File: config.mk
export PLATFORM = sky130hd
export DESIGN_NAME = wb_param_veriyolu
export DESIGN_NICKNAME = d
export VERILOG_FILES = /design/src/rtl/wb_param_veriyolu.sv
export SDC_FILE = /design/constraint.sdc
export NUM_CORES = 1
export LEC_CHECK = 0
export CORE_MARGIN = 5
export CORE_UTILIZATION = 30
export CTS_CLUSTER_DIAMETER = 30
export DETAILED_ROUTE_END_ITERATION = 10
export GPL_ROUTABILITY_DRIVEN = 0
export PLACE_DENSITY = 0.68
export SLEW_MARGIN = 30
export SYNTH_ARGS = -nofsm -noshare
export SYNTH_HDL_FRONTEND = slang
export SYNTH_SLANG_ARGS = --single-unit
File: constraint.sdc
create_clock -name clk_i -period 5.1 [get_ports clk_i]
set_input_delay 0.765 -clock clk_i [delete_from_list [all_inputs] [get_ports clk_i]]
set_output_delay 0.765 -clock clk_i [all_outputs]
set_load 0.02 [all_outputs]
File: src/rtl/wb_param_veriyolu.sv
// wb_param_veriyolu
// -----------------
// Bridges the core's data-bus request port (vy_*) to N_KOLE Wishbone classic
// slaves. Each request is decoded against a table of base addresses; the
// lowest-indexed matching slave gets the bus cycle. An address that matches no
// slave ends the transaction at once with a bus error. The response path is
// registered: vy_veri_o / vy_hata_o are valid in the single DONE (TAMAM) cycle.
//
// Ports
//   clk_i, rst_i          clock, synchronous active-high reset
//   vy_adres_i            request byte address
//   vy_veri_i             write data
//   vy_veri_maske_i       byte enables (nonzero = write, zero = read)
//   vy_sec_i              request valid, held stable while stalled
//   vy_veri_o             read data, held until the next DONE
//   vy_durdur_o           stall to the core
//   vy_hata_o             bus error, valid in the DONE cycle only
//   wb_adr_o, wb_dat_o    registered low address bits / write data
//   wb_we_o, wb_sel_o     write enable / byte select (4'hF on reads)
//   wb_stb_o, wb_cyc_o    strobe / one-hot cycle per slave
//   wb_ack_i, wb_dat_i    per-slave ack / per-slave read data
//
// Configuration
//   WB_ZAMAN_ASIMI_EN     when defined, a bus cycle that sees no ack for
//                         ZAMAN_ASIMI cycles is abandoned with vy_hata_o=1.
//                         When undefined the bridge waits for ack forever.

module wb_param_veriyolu #(
    parameter int                    N_KOLE      = 3,
    parameter logic [32*N_KOLE-1:0]  TABAN_ADR   = {32'h3000_0000, 32'h2000_0000, 32'h1000_0000},
    parameter logic [31:0]           ADR_MASKE   = 32'hFFFF_FF00,
    parameter int                    ADR_W       = 8,
    parameter int                    ZAMAN_ASIMI = 255
) (
    input  logic                   clk_i,
    input  logic                   rst_i,
    input  logic [31:0]            vy_adres_i,
    input  logic [31:0]            vy_veri_i,
    input  logic [3:0]             vy_veri_maske_i,
    input  logic                   vy_sec_i,
    output logic [31:0]            vy_veri_o,
    output logic                   vy_durdur_o,
    output logic                   vy_hata_o,
    output logic [ADR_W-1:0]       wb_adr_o,
    output logic [31:0]            wb_dat_o,
    output logic                   wb_we_o,
    output logic [3:0]             wb_sel_o,
    output logic                   wb_stb_o,
    output logic [N_KOLE-1:0]      wb_cyc_o,
    input  logic [N_KOLE-1:0]      wb_ack_i,
    input  logic [32*N_KOLE-1:0]   wb_dat_i
);

    localparam int IDX_W = (N_KOLE > 1) ? $clog2(N_KOLE) : 1;

    typedef enum logic [1:0] {
        BOSTA,
        ISTEK,
        TAMAM
    } durum_t;

    durum_t             durum;
    logic [IDX_W-1:0]   secili_idx;
    logic               hit;
    logic [IDX_W-1:0]   hit_idx;
    logic [N_KOLE-1:0]  hit_onehot;
    logic               secili_ack;
    logic [31:0]        secili_veri;
    logic               zaman_doldu;

    // Address decode; scanning upward and stopping at the first match makes
    // the lowest index win when regions overlap.
    always_comb begin
        hit        = 1'b0;
        hit_idx    = '0;
        hit_onehot = '0;
        for (int i = 0; i < N_KOLE; i++) begin
            if (!hit && ((vy_adres_i & ADR_MASKE) == TABAN_ADR[32*i +: 32])) begin
                hit           = 1'b1;
                hit_idx       = IDX_W'(i);
                hit_onehot[i] = 1'b1;
            end
        end
    end

    // wb_cyc_o is one-hot on the selected slave for the whole bus cycle, so
    // masking the acks with it discards acks from every other slave.
    assign secili_ack = |(wb_ack_i & wb_cyc_o);

    always_comb begin
        secili_veri = '0;
        for (int i = 0; i < N_KOLE; i++) begin
            if (IDX_W'(i) == secili_idx) begin
                secili_veri = wb_dat_i[32*i +: 32];
            end
        end
    end

`ifdef WB_ZAMAN_ASIMI_EN
    localparam int                SAY_W   = $clog2(ZAMAN_ASIMI + 1);
    localparam logic [SAY_W-1:0]  SAY_SON = SAY_W'(ZAMAN_ASIMI - 1);

    logic [SAY_W-1:0] sayac;

    // Counts completed ISTEK cycles; it sits at zero outside ISTEK so it is
    // already cleared when a new bus cycle begins.
    always_ff @(posedge clk_i) begin
        if (rst_i || (durum != ISTEK)) begin
            sayac <= '0;
        end else begin
            sayac <= sayac + 1'b1;
        end
    end

    assign zaman_doldu = (sayac == SAY_SON);
`else
    assign zaman_doldu = 1'b0;
`endif

    assign vy_durdur_o = vy_sec_i & (durum != TAMAM);

    always_ff @(posedge clk_i) begin
        if (rst_i) begin
            durum      <= BOSTA;
            secili_idx <= '0;
            wb_cyc_o   <= '0;
            wb_stb_o   <= 1'b0;
            wb_we_o    <= 1'b0;
            wb_adr_o   <= '0;
            wb_dat_o   <= '0;
            wb_sel_o   <= '0;
            vy_veri_o  <= '0;
            vy_hata_o  <= 1'b0;
        end else begin
            case (durum)
                BOSTA: begin
                    if (vy_sec_i) begin
                        if (hit) begin
                            wb_cyc_o   <= hit_onehot;
                            wb_stb_o   <= 1'b1;
                            wb_adr_o   <= vy_adres_i[ADR_W-1:0];
                            wb_dat_o   <= vy_veri_i;
                            wb_we_o    <= |vy_veri_maske_i;
                            wb_sel_o   <= (vy_veri_maske_i == 4'h0) ? 4'hF : vy_veri_maske_i;
                            secili_idx <= hit_idx;
                            durum      <= ISTEK;
                        end else begin
                            // Decode miss: no bus cycle at all.
                            vy_hata_o <= 1'b1;
                            vy_veri_o <= '0;
                            durum     <= TAMAM;
                        end
                    end
                end
                ISTEK: begin
                    if (secili_ack) begin
                        wb_cyc_o  <= '0;
                        wb_stb_o  <= 1'b0;
                        // A write keeps the last read result on vy_veri_o.
                        if (!wb_we_o) begin
                            vy_veri_o <= secili_veri;
                        end
                        vy_hata_o <= 1'b0;
                        durum     <= TAMAM;
                    end else if (zaman_doldu) begin
                        wb_cyc_o  <= '0;
                        wb_stb_o  <= 1'b0;
                        vy_hata_o <= 1'b1;
                        vy_veri_o <= '0;
                        durum     <= TAMAM;
                    end
                end
                TAMAM: begin
                    vy_hata_o <= 1'b0;
                    durum     <= BOSTA;
                end
                default: begin
                    durum <= BOSTA;
                end
            endcase
        end
    end

endmodule
# Yosys cells after proc, flatten, opt, wreduce, memory -nomap -nowiden

Index checks and enable logic that the tools add are counted.

Order comparisons: 0
Reductions and logical operators: 16
Add/subtract/negate cells: 0
Bitwise operators: 2
Multiplexer cells: 31
Shifts and indexed selects: 0
$mul: 0
Eq/ne operators: 13
Divide/modulo/power cells: 0

Operators by type and width:

| operator               | number |
|---|---|
| $mux W32               | 7 |
| $pmux W32 S2           | 1 |
| $eq A24 B22 Y1 const B | 2 |
| $eq A24 B21 Y1 const B | 1 |
| $ne A2 B2 Y1 const B   | 6 |
| $mux W1                | 11 |
| $mux W3                | 3 |
| $mux W2                | 4 |
| $reduce_and A4 Y1      | 2 |
| $pmux W3 S2            | 1 |
| $reduce_and A5 Y1      | 1 |
| $logic_not A2 Y1       | 2 |
| $logic_not A4 Y1       | 1 |
| $mux W4                | 1 |
| $pmux W2 S2            | 1 |
| $reduce_or A4 Y1       | 1 |
| $and A3 B3 Y3          | 1 |
| $pmux W1 S3            | 1 |
| $reduce_and A3 Y1      | 1 |
| $reduce_bool A3 Y1     | 1 |
| $reduce_or A3 Y1       | 1 |
| $eq A1 B2 Y1 const A   | 1 |
| $eq A2 B1 Y1 const B   | 1 |
| $eq A2 B2 Y1 const A   | 1 |
| 7 further kinds        | 9 |

Register bits after elaboration: 86
RAM bits: 0
Memories: 0
Memory bits (read-only): 0
Logic and storage cells: 72
Input bits: 170
Bits in latches: 0
Output and inout port bits: 83

# Longest topological paths before layout

Gate-level depths: netlist of run 1.

Depth in word-level cells: 11
Depth in mapped cells: 9
Depth with buffers taken out: 7

# Worst setup path after synthesis of run 1

OpenSTA, ideal clock, no wires.

Path kind: input to register
From: input port vy_adres_i[23]
To: register secili_idx[1]
Buffers on the path: 2
Arrival time: 2.170 ns
Cell stages on the path: 7
Path slack: 2.798 ns
Required time: 4.968 ns
Setup time: 0.132 ns
Path through: nor4_4 > nand4_4 > or4_1 > buf_4 > buf_6 > nand2_1 > a21oi_1

Longest elaborated chain between the ends: 9
Elaborated cells between the ends (all ways): 12
Classes of those cells: eq/ne: 3; mux: 4; reduce/logical: 5

Ends and longest elaborated chain:

| what                        | line | text |
|---|---|---|
| from (decl)                 | 37   | `input logic [31:0] vy_adres_i,` |
| $eq A24 B21 Y1              | 78   | `if (!hit && ((vy_adres_i & ADR_MASKE) == TABAN_ADR[32*i +: 32])) begin` |
| $mux W1                     | 78   |  |
| $logic_not A1 Y1            | 78   |  |
| $logic_and A1 B1 Y1         | 78   |  |
| $mux W1                     | 78   |  |
| $logic_not A1 Y1            | 78   |  |
| $logic_and A1 B1 Y1         | 78   |  |
| $mux W1                     | 78   |  |
| $reduce_and A3 Y1 (no line) | n/a  |  |
| to (signal assigned)        | 145  | `secili_idx <= hit_idx;` |
| to (decl)                   | 63   | `logic [IDX_W-1:0] secili_idx;` |

Parallel ways exist; a longest one is shown, timed or not.
A chain may end at the register's enable or synchronous reset.

# Worst setup path in the final report of run 1

From: input port vy_sec_i
To: output port vy_durdur_o

Longest elaborated chain between the ends: 1

Ends and longest elaborated chain:

| what          | line | text |
|---|---|---|
| from (decl)   | 40   | `input logic vy_sec_i,` |
| $and A1 B1 Y1 | 120  | `assign vy_durdur_o = vy_sec_i & (durum != TAMAM);` |
| to (decl)     | 42   | `output logic vy_durdur_o,` |

No other way between the ends.

==> results.json, run 1 <==
{
  "setup_violations": 0,
  "switching_share": 0.2186,
  "final_util": 0.5237,
  "gr-total-overflow": 0,
  "postCtsSetupRepairBufs": 0,
  "crit_type": "input pin to output pin",
  "relSlewSlack": 0.4703,
  "cts.htree.levels": 3,
  "yosys.area.top_type": "dfxtp_1",
  "p_comb_frac": 0.140,
  "fin_skew_ns": 0.005365,
  "r2r_cells": 8,
  "status": "finished, final reports clean",
  "startpoint_type": "input pin",
  "cp_num_cells": 4,
  "drc_errors": 0,
  "regArea_um2": 1727,
  "cts_tree": "done",
  "grt_pass1_vias": 4419,
  "multiInputGateArea_um2": 2145,
  "end_kind": "output pin",
  "dominantRegCellSynth": "dfxtp_1",
  "die_h_um": 126.2,
  "hold_class": "flip-flop to flip-flop",
  "slowest_delay_ns": 0.63,
  "ant_nets": 0,
  "timing.final.crit_share": 0.5753,
  "p_sw_w": 0.0003299,
  "firstDrtPassIters": 4,
  "drt_iter0_drc": 183,
  "vias": 4435,
  "timing.rr.end": "vy_veri_o[20]",
  "hold_viol_final": 0,
  "io_pins": 253,
  "finalNetCount": 916,
  "clock_latency_ns": 0.33,
  "final_area_um2": 6935,
  "cp_max_fo": 7,
  "clk_path_buf_depth": 2,
  "wl_per_cell_um": 15.15,
  "p_per_area_nw_per_um2": 217.6,
  "reg2reg_setup_slack_ns": 2.55,
  "yosys.area.top_type_share": 0.4247,
  "numCtsBuffers": 9,
  "drive_above_1_share": 0.04295,
  "cp_common_cell": "clkdlybuf4s50_1",
  "worst-path-buf-inv": 3,
  "cp_top_family": "buffers and inverters",
  "ctsHoldBuffers": 0,
  "drv_cap": 0,
  "root_buffer": "clkbuf_16",
  "die_area_um2": 15940,
  "antenna_found_initial": 0,
  "irDropWorstVdd_mv": 0.1657,
  "rr_startpoint": "durum[1]",
  "cp-endpoint": "vy_durdur_o",
  "synth.most_common_cell": "nand2_1",
  "port_buffers": 252,
  "critPathArrivalTime_ns": 2.17,
  "fin_tns_setup_ns": 0,
  "ys_async_sr_fraction": 0,
  "internal_power_w": 0.001179,
  "drv_slew": 0,
  "post_cts_resized": 0,
  "tightest_slew_ns": 0.7946,
  "avgViaCountPerCell": 4.815,
  "grt_max_degree": 65,
  "synthTopCellsByArea": "dfxtp_1, a21oi_1, nand2_1, mux2i_1, or3_1",
  "fin_crit_ns": 2.934,
  "cpMaxStageDelayCell": "clkdlybuf4s50_1",
  "core_area_um2": 13240,
  "rsz0062_at_grt": "no",
  "p_seq_frac": 0.447,
  "path_clk_slew_ns": 0.06,
  "yosysWarningCount": 0,
  "crit_required_ns": 4.34,
  "track_usage": 0.1667,
  "p_leak_nw": 2.286,
  "n_antenna_cell": 0,
  "yosys-top-cells-count": "nand2_1, a21oi_1, dfxtp_1",
  "worstPathCellList": "clkdlybuf4s50_1, inv_1, nor2_1, clkdlybuf4s50_1",
  "hpwlAfterDp_um": 10820,
  "clkSinkCount": 86,
  "synth_cell_type_count": 38,
  "fmax_mhz": 340.8,
  "ys_seq_area_frac": 0.4247,
  "clockPowerShare": 0.414,
  "synthToLayoutAreaGrowth_pct": 71.08,
  "syn_nets": 688,
  "wl_um": 13960,
  "syn_inst": 514,
  "fill_cells": 1261,
  "syn_area_um2": 4054,
  "grt_pass1_wl_um": 21940,
  "synth.avg_cell_area_um2": 7.887,
  "placementRows": 42,
  "cp-startpoint": "vy_sec_i",
  "dpl_cell_area_um2": 6655,
  "die_x_um": 126.2,
  "initial_core_util": 0.3061,
  "synth_seq_cells": 86,
  "synth_edf_count": 0
}
power by group through the flow:
stage	Sequential, W	Clock (W)	Combinational, W
after floorplan	0.000690	0	0.0000581
after global placement	0.000690	0	0.000208
after detailed placement	0.000690	0	0.000211
after CTS	0.000675	0.000647	0.000212
after global routing	0.000674	0.000671	0.000228
final	0.000674	0.000625	0.000211
placed cells by master, fill, tap and decap left out, types with 2 or more instances in the layout:
cell,Yosys,routed
clkdlybuf4s50_1,0,251
clkbuf_16,0,9
nor4_4,4,4
nand3_1,4,4
clkinv_2,0,3
nand2b_1,2,2
nor4_1,3,3
ha_1,4,4
nor3_1,8,8
nor2_1,44,44
a22oi_1,2,2
o21a_1,2,2
mux2i_1,33,33
or3_1,32,32
dfxtp_1,86,84
nand2_1,116,116
buf_4,2,4
a21oi_1,106,106
o2bb2ai_1,3,3
o21ai_0,3,3
inv_1,5,4
or4_1,2,2
per-stage QoR:
stage / total power [W] / hold slack [ns] / std cells / setup slack (ns)
2_1_floorplan: 0.0007484 / 0.5087 / 514 / 2.798
3_5_place_dp: 0.0009008 / 0.4448 / 907 / 2.011
5_1_grt: 0.001573 / 0.4672 / 921 / 2.112
3_3_place_gp: 0.0008979 / 0.4376 / 907 / 2.052
4_1_cts: 0.001534 / 0.4533 / 921 / 2.177
6_report: 0.001509 / 0.4487 / 921 / 2.166
cell families after synthesis:
group                    share of synthesized area
adder cells (fa/ha/maj)                    0.01235
flip-flops                                  0.4247
AND/OR/NAND/NOR                             0.2605
multiplexers                               0.08148
buffers and inverters                      0.05185
AO/OA/AOI/OAI                               0.1691
worst min-delay path: stages (launching register included):
cell and delay, ns:
dfxtp_1 0.30, nand2_1 0.05, a21oi_1 0.05
sequential cells by signal, indices dropped and copies added (netlist names):
register / flops
wb_cyc_o: 3
wb_we_o: 1
wb_sel_o: 4
wb_adr_o: 8
secili_idx: 2
wb_stb_o: 1
wb_dat_o: 32
vy_veri_o: 32
vy_hata_o: 1
durum: 2
metal layers:
| layer | routed length (um) | part of all wire | global-route usage | vias up |
|---|---|---|---|---|
| li1 | - | - | - | 2216 |
| met1 | 5549 | 0.40 | 0.1838 | 2036 |
| met2 | 7173 | 0.51 | 0.3042 | 163 |
| met3 | 989 | 0.071 | 0.05207 | 20 |
| met4 | 242 | 0.017 | 0.05300 | 0 |
| met5 | 0 | 0 | 0 | - |
layout make-up:
cell class                 count  area share
clock inverter                 5    0.007577
timing repair buffer         256      0.3673
sequential                    86      0.2490
multi-input combinational    384      0.3092
clock buffer                   9     0.03247
tap                          176     0.03175
inverter                       5    0.002706
how the worst min path moves through the flow:
stage	start	to	slack (ns)	depth (start not counted)
global route	vy_veri_o[7]	vy_veri_o[7]	0.47	2
global placement	wb_dat_o[22]	wb_dat_o[22]	0.44	2
floorplan	durum[1]	durum[1]	0.51	2
finish	wb_dat_o[13]	wb_dat_o[13]	0.45	2
CTS	wb_adr_o[1]	wb_adr_o[1]	0.45	2
detailed placement	wb_adr_o[1]	wb_adr_o[1]	0.44	2
Note: power is estimated with default switching activity, not from simulation.
==> run 2: changes to the inputs <==
==> constraint.sdc (replaced) <==
create_clock -name clk_i -period 2.9 [get_ports clk_i]
set_input_delay 0.435 -clock clk_i [delete_from_list [all_inputs] [get_ports clk_i]]
set_output_delay 0.435 -clock clk_i [all_outputs]
set_load 0.02 [all_outputs]
==> results.json, run 2 (synthesis results as in run 1) <==
{
  "status": "finished, final reports clean",
  "critPathArrivalTime_ns": 1.88,
  "timing.final.crit_share": 0.7975,
  "die_h_um": 126.2,
  "vias": 4436,
  "hpwlAfterDp_um": 10920,
  "crit_required_ns": 2.47,
  "clk_path_buf_depth": 2,
  "drv_slew": 0,
  "crit_type": "input pin to output pin",
  "gr-total-overflow": 0,
  "irDropWorstVdd_mv": 0.2399,
  "rsz0062_at_grt": "no",
  "ant_nets": 0,
  "worst-path-buf-inv": 3,
  "numCtsBuffers": 9,
  "firstDrtPassIters": 5,
  "root_buffer": "clkbuf_16",
  "worstPathCellList": "clkdlybuf4s50_1, inv_1, nor2_1, clkdlybuf4s50_1",
  "track_usage": 0.1687,
  "die_x_um": 126.2,
  "cts_tree": "done",
  "post_cts_resized": 0,
  "port_buffers": 252,
  "cp_top_family": "buffers and inverters",
  "clock_latency_ns": 0.33,
  "clkSinkCount": 86,
  "cpMaxStageDelayCell": "clkdlybuf4s50_1",
  "p_leak_nw": 2.326,
  "drive_above_1_share": 0.04794,
  "antenna_found_initial": 0,
  "startpoint_type": "input pin",
  "path_clk_slew_ns": 0.07,
  "cts.htree.levels": 3,
  "fmax_mhz": 432.4,
  "drt_iter0_drc": 170,
  "io_pins": 253,
  "total_power_w": 0.002731,
  "fin_skew_ns": 0.007156,
  "postCtsSetupRepairBufs": 0,
  "tightest_slew_ns": 0.7428,
  "setup_violations": 0,
  "wl_per_cell_um": 15.17,
  "core_area_um2": 13240,
  "grt_pass1_vias": 4505,
  "die_area_um2": 15940,
  "instances_no_fill": 927,
  "placementRows": 42,
  "final_util": 0.5296,
  "fin_hold_ws_ns": 0.4502,
  "relSlewSlack": 0.5048,
  "n_antenna_cell": 0,
  "slowest_delay_ns": 0.63,
  "drc_errors": 0,
  "dpl.cell_count": 911,
  "hold_class": "flip-flop to flip-flop",
  "fin_crit_ns": 2.313,
  "synthToLayoutAreaGrowth_pct": 72.99,
  "hold_viol_final": 0,
  "cp_max_fo": 7,
  "p_per_area_nw_per_um2": 389.4,
  "grt_pass1_wl_um": 22230,
  "wl_um": 14060,
  "initial_core_util": 0.3061,
  "end_kind": "output pin",
  "layout_commonest_cell": "clkdlybuf4s50_1",
  "finalNetCount": 920,
  "avgViaCountPerCell": 4.785,
  "grt_max_degree": 65,
  "fin_tns_setup_ns": 0,
  "fill_cells": 1246,
  "cp_common_cell": "clkdlybuf4s50_1",
  "ctsHoldBuffers": 0,
  "top_regs": "vy_veri_o: 32 flops, wb_dat_o: 32 flops, wb_adr_o: 8 flops",
  "most-common-layout-cells": "clkdlybuf4s50_1, nand2_1, a21oi_1",
  "drv_cap": 0
}
## run 2: cell types whose count changed in the layout (fill, tap and decap cells not counted), sizes merged
cell	change
buf	+4
inv	+3
clkinvlp	-1
## run 2: layout make-up
type,instances,area [um2],share of cell area
well taps,176,220.2,0.03140
clock buffers,9,225.2,0.03211
flip-flops and latches,86,1723,0.2457
inverters,5,18.77,0.002676
multi-input cells,384,2145,0.3058
clock inverters,7,78.83,0.01124
repair buffers,260,2603,0.3711
## run 2: routing by layer
| layer | track usage | share of wire | vias up |
|---|---|---|---|
| li1 | - | - | 2229 |
| met1 | 0.1847 | 0.39 | 2022 |
| met2 | 0.3152 | 0.52 | 165 |
| met3 | 0.05038 | 0.070 | 20 |
| met4 | 0.04543 | 0.018 | 0 |
| met5 | 0 | 0 | - |
## run 2: final timing paths
kind	startpoint	end	slack, ns	depth (start not counted)
worst max-delay path	vy_sec_i	vy_durdur_o	0.59	4
worst max register to register	durum[0]	vy_veri_o[0]	0.71	8
worst min-delay path	wb_dat_o[13]	wb_dat_o[13]	0.45	2
worst min register to register	wb_dat_o[13]	wb_dat_o[13]	0.45	2
## run 2: through the flow
stage	instance area, um2	worst slack, ns
global route	7013	0.5048
global placement	6704	0.2663
CTS	7013	0.5887
floorplan	4054	0.9279
detailed placement	6709	0.2294
finish	7013	0.5872
## run 2: tightest hold or removal path: stages (launching register included)
cell	delay, ns
dfxtp_1	0.31
nand2_1	0.05
a21oi_1	0.05
## run 2: where the power goes
group	switching, W	internal [W]
combinational	0.000132	0.000243
sequential	0.00000253	0.00118
clock	0.000491	0.000678
